**src/rtl/hartslag_meter.sv**
```systemverilog
// Heartbeat front end: synchronises and debounces the raw sensor pulse, measures
// beat-to-beat intervals in ms, averages the last four and reports a rate class.
//
// state     | meaning
// ----------+-----------------------------------------------------------------
// ST_LOST   | no reference beat; next beat event only arms the interval timer
// ST_ARMED  | reference beat seen, waiting for first interval >= refractory
// ST_TRACK  | at least one accepted interval since last signal loss
module hartslag_meter #(
  parameter int unsigned TICK_DIV   = 50000,
  parameter int unsigned DEB_LEN    = 8,
  parameter int unsigned REFRACT_MS = 250,
  parameter int unsigned TIMEOUT_MS = 2000
) (
  input  logic        clk,
  input  logic        reset,
  input  logic        hartslagIngang,
  output logic [2:0]  hartslag,
  output logic [11:0] periode,
  output logic        geldig,
  output logic        beat
);

  localparam int unsigned TW = (TICK_DIV > 1) ? $clog2(TICK_DIV) : 1;
  localparam int unsigned DW = $clog2(DEB_LEN + 1);

  localparam logic [TW-1:0] TICK_LAST = TW'(TICK_DIV - 1);
  localparam logic [DW-1:0] DEB_LAST  = DW'(DEB_LEN - 1);
  localparam logic [11:0]   REFRACT   = 12'(REFRACT_MS);
  localparam logic [11:0]   TIMEOUT   = 12'(TIMEOUT_MS);
  localparam logic [11:0]   INT_MAX   = 12'hFFF;

  localparam logic [1:0] ST_LOST  = 2'd0;
  localparam logic [1:0] ST_ARMED = 2'd1;
  localparam logic [1:0] ST_TRACK = 2'd2;

  logic rst_meta_q, rst_sync_q;
  logic rst_int_n;

  logic sync_meta_q, sync_q;

  logic [TW-1:0] tick_cnt_q, tick_cnt_d;
  logic          tick_w;

  logic          deb_level_q, deb_level_d;
  logic [DW-1:0] deb_run_q, deb_run_d;
  logic          deb_prev_q;
  logic          beat_evt_w;

  logic [1:0]  state_q, state_d;
  logic [11:0] interval_q, interval_d;
  logic [2:0]  fill_q, fill_d;
  logic [11:0] hist_q [4];
  logic        beat_q, beat_d;

  logic        timeout_w, accept_w, arm_w;
  logic [13:0] sum_w;
  logic [11:0] avg_w;
  logic        out_valid_w;

  logic [2:0]  hartslag_q, hartslag_d;
  logic [11:0] periode_q, periode_d;
  logic        geldig_q, geldig_d;

  // Asserts immediately, releases two clocks after reset goes high.
  always_ff @(posedge clk or negedge reset) begin
    if (!reset) begin
      rst_meta_q <= 1'b0;
      rst_sync_q <= 1'b0;
    end else begin
      rst_meta_q <= 1'b1;
      rst_sync_q <= rst_meta_q;
    end
  end

  assign rst_int_n = rst_sync_q;

  always_ff @(posedge clk or negedge rst_int_n) begin
    if (!rst_int_n) begin
      sync_meta_q <= 1'b0;
      sync_q      <= 1'b0;
    end else begin
      sync_meta_q <= hartslagIngang;
      sync_q      <= sync_meta_q;
    end
  end

  assign tick_w     = (tick_cnt_q == TICK_LAST);
  assign tick_cnt_d = tick_w ? '0 : tick_cnt_q + 1'b1;

  always_comb begin
    deb_level_d = deb_level_q;
    deb_run_d   = deb_run_q;
    if (tick_w) begin
      if (sync_q != deb_level_q) begin
        if (deb_run_q == DEB_LAST) begin
          deb_level_d = sync_q;
          deb_run_d   = '0;
        end else begin
          deb_run_d = deb_run_q + 1'b1;
        end
      end else begin
        deb_run_d = '0;
      end
    end
  end

  assign beat_evt_w = deb_level_q & ~deb_prev_q;

  // Timeout has priority; a coincident beat re-arms as if seen from ST_LOST.
  assign timeout_w = (state_q != ST_LOST) && (interval_q >= TIMEOUT);
  assign arm_w     = beat_evt_w && ((state_q == ST_LOST) || timeout_w);
  assign accept_w  = beat_evt_w && !timeout_w && (state_q != ST_LOST) &&
                     (interval_q >= REFRACT);

  always_comb begin
    state_d    = state_q;
    interval_d = interval_q;
    fill_d     = fill_q;
    beat_d     = accept_w;

    if (arm_w || accept_w) begin
      interval_d = '0;
    end else if (tick_w && (interval_q != INT_MAX)) begin
      interval_d = interval_q + 12'd1;
    end

    if (arm_w) begin
      state_d = ST_ARMED;
    end else if (timeout_w) begin
      state_d = ST_LOST;
    end else if (accept_w) begin
      state_d = ST_TRACK;
    end

    if (timeout_w) begin
      fill_d = '0;
    end else if (accept_w && (fill_q != 3'd4)) begin
      fill_d = fill_q + 3'd1;
    end
  end

  assign sum_w = {2'b00, hist_q[0]} + {2'b00, hist_q[1]} +
                 {2'b00, hist_q[2]} + {2'b00, hist_q[3]};
  assign avg_w = 12'(sum_w >> 2);

  function automatic logic [2:0] rate_class(input logic [11:0] p);
    if (p >= 12'd1000)     return 3'd1;
    else if (p >= 12'd857) return 3'd2;
    else if (p >= 12'd750) return 3'd3;
    else if (p >= 12'd667) return 3'd4;
    else if (p >= 12'd600) return 3'd5;
    else if (p >= 12'd500) return 3'd6;
    else                   return 3'd7;
  endfunction

  assign out_valid_w = (fill_q == 3'd4) && !timeout_w;

  always_comb begin
    geldig_d   = out_valid_w;
    periode_d  = '0;
    hartslag_d = '0;
    if (out_valid_w) begin
      periode_d  = avg_w;
      hartslag_d = rate_class(avg_w);
    end
  end

  always_ff @(posedge clk or negedge rst_int_n) begin
    if (!rst_int_n) begin
      tick_cnt_q  <= '0;
      deb_level_q <= 1'b0;
      deb_run_q   <= '0;
      deb_prev_q  <= 1'b0;
      state_q     <= ST_LOST;
      interval_q  <= '0;
      fill_q      <= '0;
      beat_q      <= 1'b0;
      hartslag_q  <= '0;
      periode_q   <= '0;
      geldig_q    <= 1'b0;
      for (int i = 0; i < 4; i++) begin
        hist_q[i] <= '0;
      end
    end else begin
      tick_cnt_q  <= tick_cnt_d;
      deb_level_q <= deb_level_d;
      deb_run_q   <= deb_run_d;
      deb_prev_q  <= deb_level_q;
      state_q     <= state_d;
      interval_q  <= interval_d;
      fill_q      <= fill_d;
      beat_q      <= beat_d;
      hartslag_q  <= hartslag_d;
      periode_q   <= periode_d;
      geldig_q    <= geldig_d;
      if (accept_w) begin
        hist_q[0] <= interval_q;
        for (int i = 1; i < 4; i++) begin
          hist_q[i] <= hist_q[i-1];
        end
      end
    end
  end

  assign hartslag = hartslag_q;
  assign periode  = periode_q;
  assign geldig   = geldig_q;
  assign beat     = beat_q;

endmodule

```
**config.mk**
```make
export PLATFORM = sky130hd
export DESIGN_NAME = hartslag_meter
export DESIGN_NICKNAME = d
export VERILOG_FILES = /design/src/rtl/hartslag_meter.sv
export SDC_FILE = /design/constraint.sdc
export NUM_CORES = 1
export LEC_CHECK = 0
export BUFFER_PORTS_ARGS = -buffer_cell sky130_fd_sc_hd__buf_2
export CAP_MARGIN = 20
export CORE_AREA = 8 8 112 114
export CTS_CLUSTER_SIZE = 30
export DETAILED_ROUTE_END_ITERATION = 8
export DIE_AREA = 0 0 120 122
export GPL_ROUTABILITY_DRIVEN = 1
export PLACE_DENSITY = 0.75
export SYNTH_ARGS = -nofsm -noshare
export SYNTH_HDL_FRONTEND = slang
export SYNTH_SLANG_ARGS = --single-unit
```
**constraint.sdc**
```tcl
create_clock -name clk -period 3.1 [get_ports clk]
set_input_delay 0 -clock clk [delete_from_list [all_inputs] [get_ports clk]]
set_output_delay 0 -clock clk [all_outputs]
set_load 0.02 [all_outputs]
```
After elaboration in Yosys (flattened, before gate mapping)
Index checks and enable logic that the tools add are counted.

Output and inout bits: 17. Register bits: 108.

$lt $le $gt $ge: 8. Add/sub/neg operators: 7. Eq/ne operators: 6. Bitwise gates (word level): 2. Multiplexer cells: 18. Reductions and logical operators: 17.

Operators with widths (number): 12-bit by 10-bit greater-or-equal comparator with 1-bit output (second input constant) (5); 12-bit two-way mux (3); 3-bit two-way mux (6); 16-bit by 1-bit adder with 16-bit output (second input constant) (1); 16-bit == test (second input constant) (1); 16-bit two-way mux (1); 13-bit by 12-bit adder with 14-bit output (1); 14-bit by 12-bit adder with 14-bit output (1); 12-bit by 12-bit adder with 13-bit output (1); 12-bit by 1-bit adder with 12-bit output (second input constant) (1); 12-bit by 11-bit greater-or-equal comparator with 1-bit output (second input constant) (1); 12-bit by 8-bit greater-or-equal comparator with 1-bit output (second input constant) (1); 12-bit by 9-bit greater-or-equal comparator with 1-bit output (second input constant) (1); 12-bit != test (second input constant) (1); 2-bit two-way mux (5); 1-bit logical AND (8); 4-bit two-way mux (2); 2-bit nonzero test (3); 4-bit by 1-bit adder with 4-bit output (second input constant) (1); 4-bit by 3-bit == test with 1-bit output (second input constant) (1); 3-bit by 1-bit adder with 3-bit output (second input constant) (1); 3-bit == test (second input constant) (1); 3-bit != test (second input constant) (1); 3-bit AND reduction (1); other kinds (8) (9).

Longest topological paths before layout
Gate-level depths: netlist (run 1).

Depth after elaboration: 11. Gate-level depth with buffers: 14.

Worst setup path after synthesis (run 1)
OpenSTA, ideal clock, no wires.

Kind: register to register. From: register hist_q[1] in the netlist's numbering. To: register hartslag_q[0] (netlist: hartslag[0]). Stages on the path, launching flop included: 14. Path buffers: 0. Arrival: 3796 ps. Required time: 3022 ps. Setup time: 78 ps. Slack: -774 ps. Path through: dfrtp_1 -> inv_1 -> fa_1 -> fa_1 -> or3b_4 -> fa_1 -> and2b_1 -> o22ai_1 -> xor2_1 -> or3_1 -> a2111oi_2 -> o21ai_0 -> nor2b_1 -> a21oi_1.

Longest elaborated chain between the ends: 9.

Ends and longest elaborated chain: start, declared (RTL line 53) `logic [11:0] hist_q [4];`; start signal, assigned by index (RTL line 200) `hist_q[i] <= hist_q[i-1];`; 14-bit by 12-bit adder with 14-bit output (*) (RTL line 144) `{2'b00, hist_q[2]} + {2'b00, hist_q[3]};`; 12-bit by 9-bit greater-or-equal comparator with 1-bit output (RTL line 153) `else if (p >= 12'd500) return 3'd6;`; 1-bit two-way mux (RTL line 153); 2-bit two-way mux (RTL line 152) `else if (p >= 12'd600) return 3'd5;`; 2-bit two-way mux (RTL line 151) `else if (p >= 12'd667) return 3'd4;`; 3-bit two-way mux (RTL line 150) `else if (p >= 12'd750) return 3'd3;`; 3-bit two-way mux (RTL line 149) `else if (p >= 12'd857) return 3'd2;`; 3-bit two-way mux (*) (RTL line 148) `if (p >= 12'd1000) return 3'd1;`; 3-bit two-way mux (*) (RTL line 163) `if (out_valid_w) begin`; via hartslag_d[0] (RTL line 61) `logic [2:0] hartslag_q, hartslag_d;`; end signal, assigned (RTL line 194) `hartslag_q <= hartslag_d;`; end, declared (RTL line 61).

Mark *: on every way through the listed nets, which the timed path passes. The rest lies on a longest branch. A chain may end at the register's enable or synchronous reset.

Final worst setup path (run 1)
Same ends and word-level chain as after synthesis.

==> results.md, run 1 <==
* Status: finished with violations
* Failing checks: setup timing
* Max Clock Skew at 0.0195 ns
* WP data required at 3.35 ns
* Drt wl/cell at 13.9 um
* # DRC at 0
* Ys async rst share at 1.00
* Area share of fa/ha/maj cells after synthesis at 0.118
* Period utilisation layout at 1.29
* Site Rows at 38
* Synth warn at 0
* Final WL at between 10 and 15 mm
* Pwr/cell area at about 340 nW/um^2
* Dpl cell area at between 6000 and 7000 sq um
* GRT Overall Usage at 0.162
* Post-synthesis xor/xnor area fraction at 0.0506
* Post-synth top area cell: dfrtp_1
* Crit-path max cell delay at 0.55 ns
* Post-Synth Simple-Gate Area at 0.157
* Unrepaired setup endpoints after global routing: true
* Commonest cells in the netlist: 108 x dfrtp_1, 82 x inv_1, 80 x nand2_1
* Top-Level Pins at 20
* Die width at 120 um
* Register area at between 2000 and 3000 sq um
* Number of library cell types mapped by synthesis at 70
* Grt total ovfl at 0
* Worst-skew pair later-pin latency at roughly 0.37 ns
* TritonCTS clock tree: done
* Largest family of logic cells by synthesized area: simple AND/OR/NAND/NOR gates
* Slew margin rel. at 0.585
* Net Count, Synth at ~650
* Initial antenna violation count at 0
* Mean Syn Cell Area at 9.77 sq um
* Worst path most repeated cell: fa_1
* Syn Inst Count at 602
* Routability Congestion at 0.857
* Final core utilization at 0.650
* Sequential share of the synthesized area at 0.460
* Die height at 122 um
* Post-DRT Antenna Nets at 0
* Area of the multi-input gates at just under 3000 sq um
* DR vias/cell at 5.25
* Final Slew Violations at 0
* Die area at about 15000 sq um
* Endpoints failing setup at 9
* Post-layout net count at 719
* Crit end category: register
* Reg clk slew, reported paths at 0.11 ns
* Worst-Margin Slew at 0.623 ns
* Hold/Removal Path Class: register to async pin
* Layout area overhead at 18.2%
* DR iter-0 viols at 294
* IO Port Bufs at 19
* Initial Utilization at 0.550
* CP max stage cell: fa_1
* CTS Sinks at 108
* Share of post-route cells with drive strength above 1 at 0.206
* Max FO, Critical Path at 5
* Post-Synthesis Cell Area at 5880 sq um
* Post-synth EDFFs at 0
* Num CTS Buffers at 9
* Post-DP HPWL at roughly 7.9 mm
* CTS Buffer Depth at 2
* Ant. Diodes at 0
* Post-layout instance area at 6950 sq um
* Synth Area in Compound Gates at 0.132
* DP Worst Slack at -0.840 ns
* Mux cell area share after synthesis at 0.0109
* Tmin final at around 4.0 ns
* Worst-path cell chain: inv_2 > fa_1 > fa_1 > or3b_4 > fa_2 > and2b_2 > o221ai_1 > a21o_2 > buf_6 > o31a_1 > o21bai_1 > nor2b_1 > o41ai_2 > a21oi_1
* Synth area leaders: dfrtp_1 46%, fa_1 8.2%, o21ai_0 5.4%
* Max_cap viols at 0
* Total power at 0.00234 W
* Layout filler cell count at 818
* Most common cell in the netlist: dfrtp_1
* Worst setup SP type: register
* Total iterations of the first detailed-routing run at 4
* CTS Root Cell: clkbuf_8
* Max Freq at approximately 250 MHz
* Vias in the first global route at 4385
* Top_reg_cell synth: dfrtp_1
* Worst setup margin at -0.887 ns
* Critical path data arrival time at 4.23 ns
* Synth Register Bits at between 100 and 150
* Synth top area share at 0.460
* Largest net degree at the start of global routing at 82
* H-tree levels at 3
* Final hold viol count at 0
* LEAKAGE at 3.14 nW
* First-pass GRT wire length at 19.7 mm
* Total number of vias at 4307
* Setup CP Type: register to register
* VDD IR-drop max at 0.364 mV
* Core box area at 10700 sq um
[report_power, final]
| group | total [W] | internal, W | switching, W |
|---|---|---|---|
| Clock | 0.000894 | 0.000387 | 0.000507 |
| Sequential | 0.00142 | 0.00141 | 0.00000728 |
| Combinational | 0.0000280 | 0.00000636 | 0.0000216 |
| Total | 0.00234 | 0.00180 | 0.000536 |
[layer usage]
layer  vias up  wire, um  global-route usage
met2        51      5760               0.275
li1       2111         -                   -
met1      2121      5110               0.205
met3        24       273              0.0301
met4         0       256              0.0546
met5         -         0                   0
[registers in the layout (all words and copies together) (netlist names)]
name / count
rst_meta_q: 1
geldig: 1
sync_meta_q: 1
hartslag: 3
rst_int_n: 1
state_q: 2
deb_run_q: 4
periode: 12
deb_level_q: 1
beat: 1
fill_q: 3
sync_q: 1
tick_cnt_q: 16
interval_q: 12
deb_prev_q: 1
hist_q: 48
[worst max-delay path, delay by kind of cell, from the launching register on]
family,cells,cell delay (ns)
compound gates,6,1.18
fa+ha+maj,3,1.32
simple gates,3,0.78
flops,1,0.38
buf+inv,2,0.19
[stage by stage]
step	setup TNS, ns	hold WS, ns	cells
after global routing	-4.88	0.242	820
after global placement	-2.77	-0.215	788
after CTS	-3.36	0.245	813
final	-3.68	0.232	820
after detailed placement	-3.47	-0.214	788
after floorplan	-1.95	-0.296	602
[logic make-up (layout without fill, tap and decap cells)]
| group | count (synthesis) | in the layout |
|---|---|---|
| AOI/OAI and AO/OA | 117 | 117 |
| and+or+nand+nor | 198 | 198 |
| buffers and inverters | 101 | 179 |
| muxes | 5 | 5 |
| xor gates and xnor gates | 31 | 31 |
| other | 1 | 1 |
| DFF | 108 | 108 |
| adders and majority gates | 41 | 41 |
[layout by cell type, fill, tap and decap left out, drive strengths merged, types with 2 or more instances in the layout]
cell,synthesis,layout
dfrtp,108,108
inv,82,85
nand2,80,80
buf,4,78
o21ai,65,65
nor2,48,48
fa,24,24
nand3,21,21
xor2,21,21
a21oi,20,20
ha,17,17
xnor2,10,10
clkbuf,15,9
nor3,6,6
and2,6,6
nand4,5,5
or3,5,5
nor2b,4,4
nand4b,4,4
and3,4,4
o21a,4,4
mux2i,4,4
o221ai,4,4
dlygate4sd3,0,3
a21o,3,3
clkinv,0,3
a2111oi,3,3
nor4,2,2
o22ai,2,2
nand2b,2,2
o21bai,2,2
nor3b,2,2
or2,2,2
a41oi,2,2
a31o,2,2
o41ai,2,2
[path summary, 6_finish.rpt]
check	cells past startpoint	slack [ns]	endpoint	startpoint
min reg2reg	0	0.23	periode[10]	rst_int_n
max in group asynchronous	1	2.14	deb_run_q[0]	rst_int_n
max reg2reg	14	-0.89	hartslag[0]	hist_q[1]
min in group clk	2	0.26	sync_meta_q	hartslagIngang
min	0	0.23	periode[10]	rst_int_n
max	14	-0.89	hartslag[0]	hist_q[1]
[final cells by class]
class,count,area share
clock buffers,9,0.0178
clock inverters,7,0.0119
inverters,82,0.0443
multi-input cells,393,0.426
flip-flops and latches,108,0.389
well taps,140,0.0252
repair buffers,81,0.0857
[what timing repair did]
item | 4_1_cts | 5_1_grt
endpoints found under the hold margin | 3 | 0
cloned | 0 | 0
pin swaps | 11 | 15
hold buffers | 3 | 0
endpoints found under the setup margin | 10 | 12
resized for setup | 18 | 20
buffers inserted | 6 | 7
(Power assumes the default switching activity.)
==> run 2, diff against run 1 <==
PLACE_DENSITY = 0.77   (was 0.75)
==> run 2 against run 1 <==
  * Critical path type unchanged
  * Fmax decreased by 2.7%
  * Sequential share of layout area shrank 0.48 points
  * The run still ends with setup timing left
  * Wire length is 12% higher
  * Clock power is 16% lower
  * Largest cell class unchanged
==> results.md, run 2 (synthesis results as in run 1) <==
* Worst setup SP type: register
* Final WL at 12.8 mm
* Core box area at 10700 sq um
* Dpl cell area at 6380 sq um
* Max Clock Skew at 0.00993 ns
* Slew margin rel. at 0.607
* Pwr/cell area at 313 nW/um^2
* Final Slew Violations at 0
* Post-DP HPWL at 7.99 mm
* Reg power frac at 0.643
* Sw Ratio at 0.226
* Reg clk slew, reported paths at 0.09 ns
* Die area at 14600 sq um
* Total iterations of the first detailed-routing run at 4
* Top-Level Pins at 20
* CP max stage cell: fa_1
* Max_cap viols at 0
* Switching power at 0.000498 W
* # DRC at 0
* Total number of vias at 4424
* First-pass GRT wire length at 21.0 mm
* GRT Overall Usage at 0.177
* Endpoints failing setup at 12
* Most frequent cells in the layout: 107 x dfrtp_1, 80 x nand2_1, 78 x inv_1
* Status: finished with violations
* Num CTS Buffers at 9
* Failing checks: setup timing
* Worst path most repeated cell: fa_1
* Max FO, Critical Path at 3
* Tmin final at 4.10 ns
* Site Rows at 38
* Cell Int Power at ~0.0017 W
* LEAKAGE at between 3 and 4 nW
* Largest net degree at the start of global routing at 76
* Critical path data arrival time at 4.39 ns
* Unrepaired setup endpoints after global routing: true
* Crit end category: register
* Max Freq at 244 MHz
* Share of post-route cells with drive strength above 1 at 0.215
* CTS Root Cell: clkbuf_8
* Layout filler cell count at around 790
* Die height at 122 um
* Layout area overhead at 19.7%
* Commonest non-fill, non-tap cell in the layout: dfrtp_1
* Cell depth of the worst flop-to-flop path at 13
* Worst-Margin Slew at about 0.59 ns
* Final core utilization at 0.658
* RR Startpoint: hist_q[13]
* Initial Utilization at 0.550
* Grt total ovfl at 0
* WP data required at roughly 3.4 ns
* R2R setup slack at -1.0 ns
* Vias in the first global route at 4517
* Hold/Removal Path Class: register to async pin
* Post-layout instance area at 7040 sq um
* Drt wl/cell at 15.6 um
* Max reg flops at 48
* Logic gate share of total power at 0.015
* Largest Register: hist_q
* Post-DRT Antenna Nets at 0
* Initial antenna violation count at 0
* Biggest regs: hist_q x48, tick_cnt_q x16
* DR iter-0 viols at approximately 280
* Final hold viol count at 0
* CP startpoint: hist_q[13]
* IO Port Bufs at 19
* R2r endpoint: hartslag[0]
* Die width at 120 um
* CTS Buffer Depth at 2
* Period utilisation layout at 1.32
* Clk pwr share at 0.343
* Crit path capture: hartslag[0]
* Ant. Diodes at 0
* CTS Sinks at ~110
* Worst-skew pair later-pin latency at approximately 0.38 ns
* VDD IR-drop max at 0.374 mV
* Crit-path max cell delay at 0.56 ns
* DR vias/cell at approximately 5.4
* TritonCTS clock tree: done
* Placed cells at 783
* Post-layout net count at 720
* Worst-path cell chain: inv_2 > fa_1 > fa_1 > or3b_4 > fa_2 > and2b_2 > o22ai_4 > xor2_2 > or3_4 > a2111oi_4 > o21ai_2 > nor2b_1 > a21oi_1
* H-tree levels at 3
* Final non-filler cell total at 820
* Worst setup margin at -0.999 ns
* Setup CP Type: register to register
* Routability Congestion at about 0.85
==> run 2: cell count changes in the layout (fill, tap and decap cells not counted), moves of 3 or more <==
cell / delta
buf_4: -7
buf_6: +8
clkinvlp_4: +3
inv_6: -3
o21ai_1: -3
o21ai_2: +3
==> run 2: layout make-up <==
cell class | count | area, sq um | share of cell area
Sequential cell | 108 | 2710 | 0.385
Timing Repair Buffer | 82 | 641 | 0.0910
Multi-Input combinational cell | 393 | 3050 | 0.433
Inverter | 82 | 310 | 0.0441
Tap cell | 140 | 175 | 0.0249
Clock buffer | 11 | 131 | 0.0187
Clock inverter | 4 | 27.5 | 0.00391
==> run 2: worst min path at each step <==
| stage | start | end | cells past startpoint |
|---|---|---|---|
| 6_report | rst_int_n | hist_q[23] | 0 |
| 5_1_grt | rst_int_n | hist_q[45] | 0 |
| 4_1_cts | rst_int_n | hist_q[10] | 0 |
| 3_5_place_dp | reset | rst_int_n | 1 |
| 3_3_place_gp | reset | rst_meta_q | 1 |
| 2_1_floorplan | reset | rst_int_n | 0 |
==> run 2: layer usage <==
layer  up-vias  track usage  part of all wire
met5         -            0                 0
li1       2108            -                 -
met4         0       0.0874             0.035
met1      2181        0.215              0.42
met3        38       0.0324             0.037
met2        97        0.299              0.50
==> run 2: critical path: cells and delay by family, from the launching register on <==
family	cells	cell delay [ns]
adders and majority gates	3	1.34
AOI/OAI and AO/OA	4	0.81
buffers and inverters	1	0.05
xor gates and xnor gates	1	0.16
DFF	1	0.38
and+or+nand+nor	4	1.29
==> run 2: power groups by stage <==
stage / clock (W) / sequential [W] / combinational [W]
6_report: 0.000755 / 0.00142 / 0.0000326
5_1_grt: 0.000843 / 0.00142 / 0.0000386
4_1_cts: 0.000776 / 0.00142 / 0.0000345
3_5_place_dp: 0 / 0.00144 / 0.0000315
3_3_place_gp: 0 / 0.00146 / 0.00000765
2_1_floorplan: 0 / 0.00146 / 0.00000143
==> run 2: through the flow <==
stage | TNS (ns) | total power, W | hold slack, ns | setup WS, ns
6_report | -5.21 | 0.00220 | 0.208 | -0.999
3_3_place_gp | -2.65 | 0.00147 | -0.214 | -0.707
4_1_cts | -4.15 | 0.00223 | 0.211 | -0.817
2_1_floorplan | -1.95 | 0.00146 | -0.296 | -0.638
3_5_place_dp | -3.43 | 0.00148 | -0.209 | -0.840
5_1_grt | -6.43 | 0.00230 | 0.231 | -1.09
==> run 2: timing repair <==
action                                  CTS  global route
hold endpoints to repair                  3             0
hold buffers                              3             0
endpoints found under the setup margin   10            12
buffers inserted                         12             7
pin swaps                                19            17
gates resized for setup                  40            21
cloned                                    0             0
==> run 3, diff against run 2 <==
==> constraint.sdc (replaced) <==
create_clock -name clk -period 3.1 [get_ports clk]
set_input_delay 0.31 -clock clk [delete_from_list [all_inputs] [get_ports clk]]
set_output_delay 0.31 -clock clk [all_outputs]
set_load 0.02 [all_outputs]
==> run 3 against run 2 <==
  * Highest routed layer unchanged
  * Clock-buffer cell count unchanged
  * Worst hold slack got worse by 0.17 ns
  * Non-clock buffer count decreased by 2
  * Via count about the same
  * Clock power about the same
  * First-iteration DRC count unchanged
  * Global-route usage about the same
  * Largest power group unchanged
  * The run still ends with setup timing left
  * Power about the same
==> results.md, run 3 (synthesis results as in run 1) <==
* # DRC at 0
* Biggest regs: hist_q x48, tick_cnt_q x16
* Layout filler cell count at 789
* Share of post-route cells with drive strength above 1 at 0.215
* Commonest non-fill, non-tap cell in the layout: dfrtp_1
* CP startpoint: hist_q[13]
* VDD IR-drop max at 0.375 mV
* CTS Buffer Depth at 2
* Total number of vias at 4423
* Max reg flops at 48
* Most frequent cells in the layout: 107 x dfrtp_1, 80 x nand2_1, 78 x inv_1
* Die height at approximately 120 um
* DR iter-0 viols at 279
* Final WL at roughly 13 mm
* Final Slew Violations at 0
* IO Port Bufs at 19
* DR vias/cell at 5.41
* CTS Root Cell: clkbuf_8
* Initial antenna violation count at 0
* TritonCTS clock tree: done
* Critical path data arrival time at about 4.4 ns
* Setup CP Type: register to register
* Die area at about 15000 sq um
* Crit path capture: hartslag[0]
* Grt total ovfl at 0
* Max FO, Critical Path at 3
* Ant. Diodes at 0
* Final hold viol count at 0
* Total iterations of the first detailed-routing run at 4
* Initial Utilization at 0.550
* Hold Crit Start: hartslagIngang
* Endpoints failing setup at 12
* WP data required at 3.40 ns
* Worst-skew pair later-pin latency at 0.38 ns
* First-pass GRT wire length at 21.0 mm
* Slew margin rel. at 0.609
* Largest Register: hist_q
* Status: finished with violations
* Post-layout net count at 718
* Largest net degree at the start of global routing at 76
* Vias in the first global route at 4500
* Pwr/cell area at between 300 and 400 nW/um^2
* DP Worst Slack at -0.840 ns
* RR Startpoint: hist_q[13]
* Tmin final at 4.11 ns
* Unrepaired setup endpoints after global routing: true
* Die width at 120 um
* Worst setup SP type: register
* Top-Level Pins at 20
* Period utilisation layout at 1.32
* Register area at 2710 sq um
* Routability Congestion at ~0.85
* Hold/Removal Path Class: input port to register
* Final core utilization at 0.656
* Crit end category: register
* Failing checks: setup timing
* Reg clk slew, reported paths at 0.10 ns
* H-tree levels at 3
* Max Clock Skew at 0.0107 ns
* CTS Sinks at 108
* Max Freq at between 200 and 250 MHz
* R2R setup slack at -1.01 ns
* Core box area at between 10000 and 15000 sq um
* R2r endpoint: hartslag[0]
* Layout area overhead at 19.3%
* Drt wl/cell at between 15 and 20 um
* LEAKAGE at between 3 and 4 nW
* Worst-Margin Slew at between 0.5 and 0.6 ns
* Site Rows at 38
* Cell depth of the worst flop-to-flop path at 13
* Num CTS Buffers at 9
* Worst setup margin at -1.01 ns
* Max_cap viols at 0
* Area of the multi-input gates at 3050 sq um
* Post-DP HPWL at 7.99 mm
* GRT Overall Usage at 0.177
* Post-DRT Antenna Nets at 0
-- run 3: changes by cell type in the layout (fill, tap and decap cells not counted), sizes merged --
cell / change
dlygate4sd3: -2
-- run 3: metrics by stage --
step / total power [W] / cells / cell area, sq um / hold WS [ns] / TNS, ns
floorplan: 0.00146 / 602 / 5890 / 0.0144 / -1.95
global placement: 0.00147 / 782 / 6350 / 0.0956 / -2.65
detailed placement: 0.00148 / 783 / 6380 / 0.101 / -3.43
CTS: 0.00222 / 811 / 6860 / 0.0235 / -4.15
global route: 0.00230 / 818 / 7020 / 0.0263 / -6.43
finish: 0.00220 / 818 / 7020 / 0.0345 / -5.21
-- run 3: power breakdown --
group	total (W)	switching [W]	internal, W
clock network	0.000756	0.000469	0.000287
logic	0.0000309	0.0000243	0.00000654
registers	0.00142	0.00000573	0.00141
-- run 3: layer usage --
layer | up-vias | routed length (um) | track usage
met5 | - | 0 | 0
met4 | 0 | 452 | 0.0874
met3 | 38 | 455 | 0.0324
met2 | 93 | 6420 | 0.300
met1 | 2188 | 5480 | 0.214
li1 | 2104 | - | -
-- run 3: worst min path at each step --
stage	slack [ns]	cells past startpoint	endpoint
detailed placement	0.10	1	rst_int_n
global route	0.03	1	sync_meta_q
global placement	0.1	1	rst_meta_q
floorplan	0.01	0	rst_int_n
finish	0.03	1	sync_meta_q
CTS	0.02	1	sync_meta_q
-- run 3: layout make-up --
type                    instances  share of cell area
clock inverters                 4             0.00392
multi-input cells             393               0.434
clock buffers                  11              0.0187
inverters                      82              0.0442
flip-flops and latches        108               0.386
well taps                     140              0.0250
repair buffers                 80              0.0884
-- run 3: worst max-delay path: stages, from the launching register on --
cell       delay [ns]
dfrtp_1          0.38
inv_2            0.05
fa_1             0.56
fa_1             0.44
or3b_4           0.43
fa_2             0.34
and2b_2          0.29
o22ai_4          0.10
xor2_2           0.16
or3_4            0.39
a2111oi_4        0.41
o21ai_2          0.12
nor2b_1          0.18
a21oi_1          0.18
-- run 3: what timing repair did --
action                                  in CTS  in global routing
pin swaps                                   19                 17
endpoints found under the hold margin        2                  0
resized for setup                           40                 21
hold buffers                                 1                  0
endpoints found under the setup margin      10                 12
buffers inserted                            12                  7
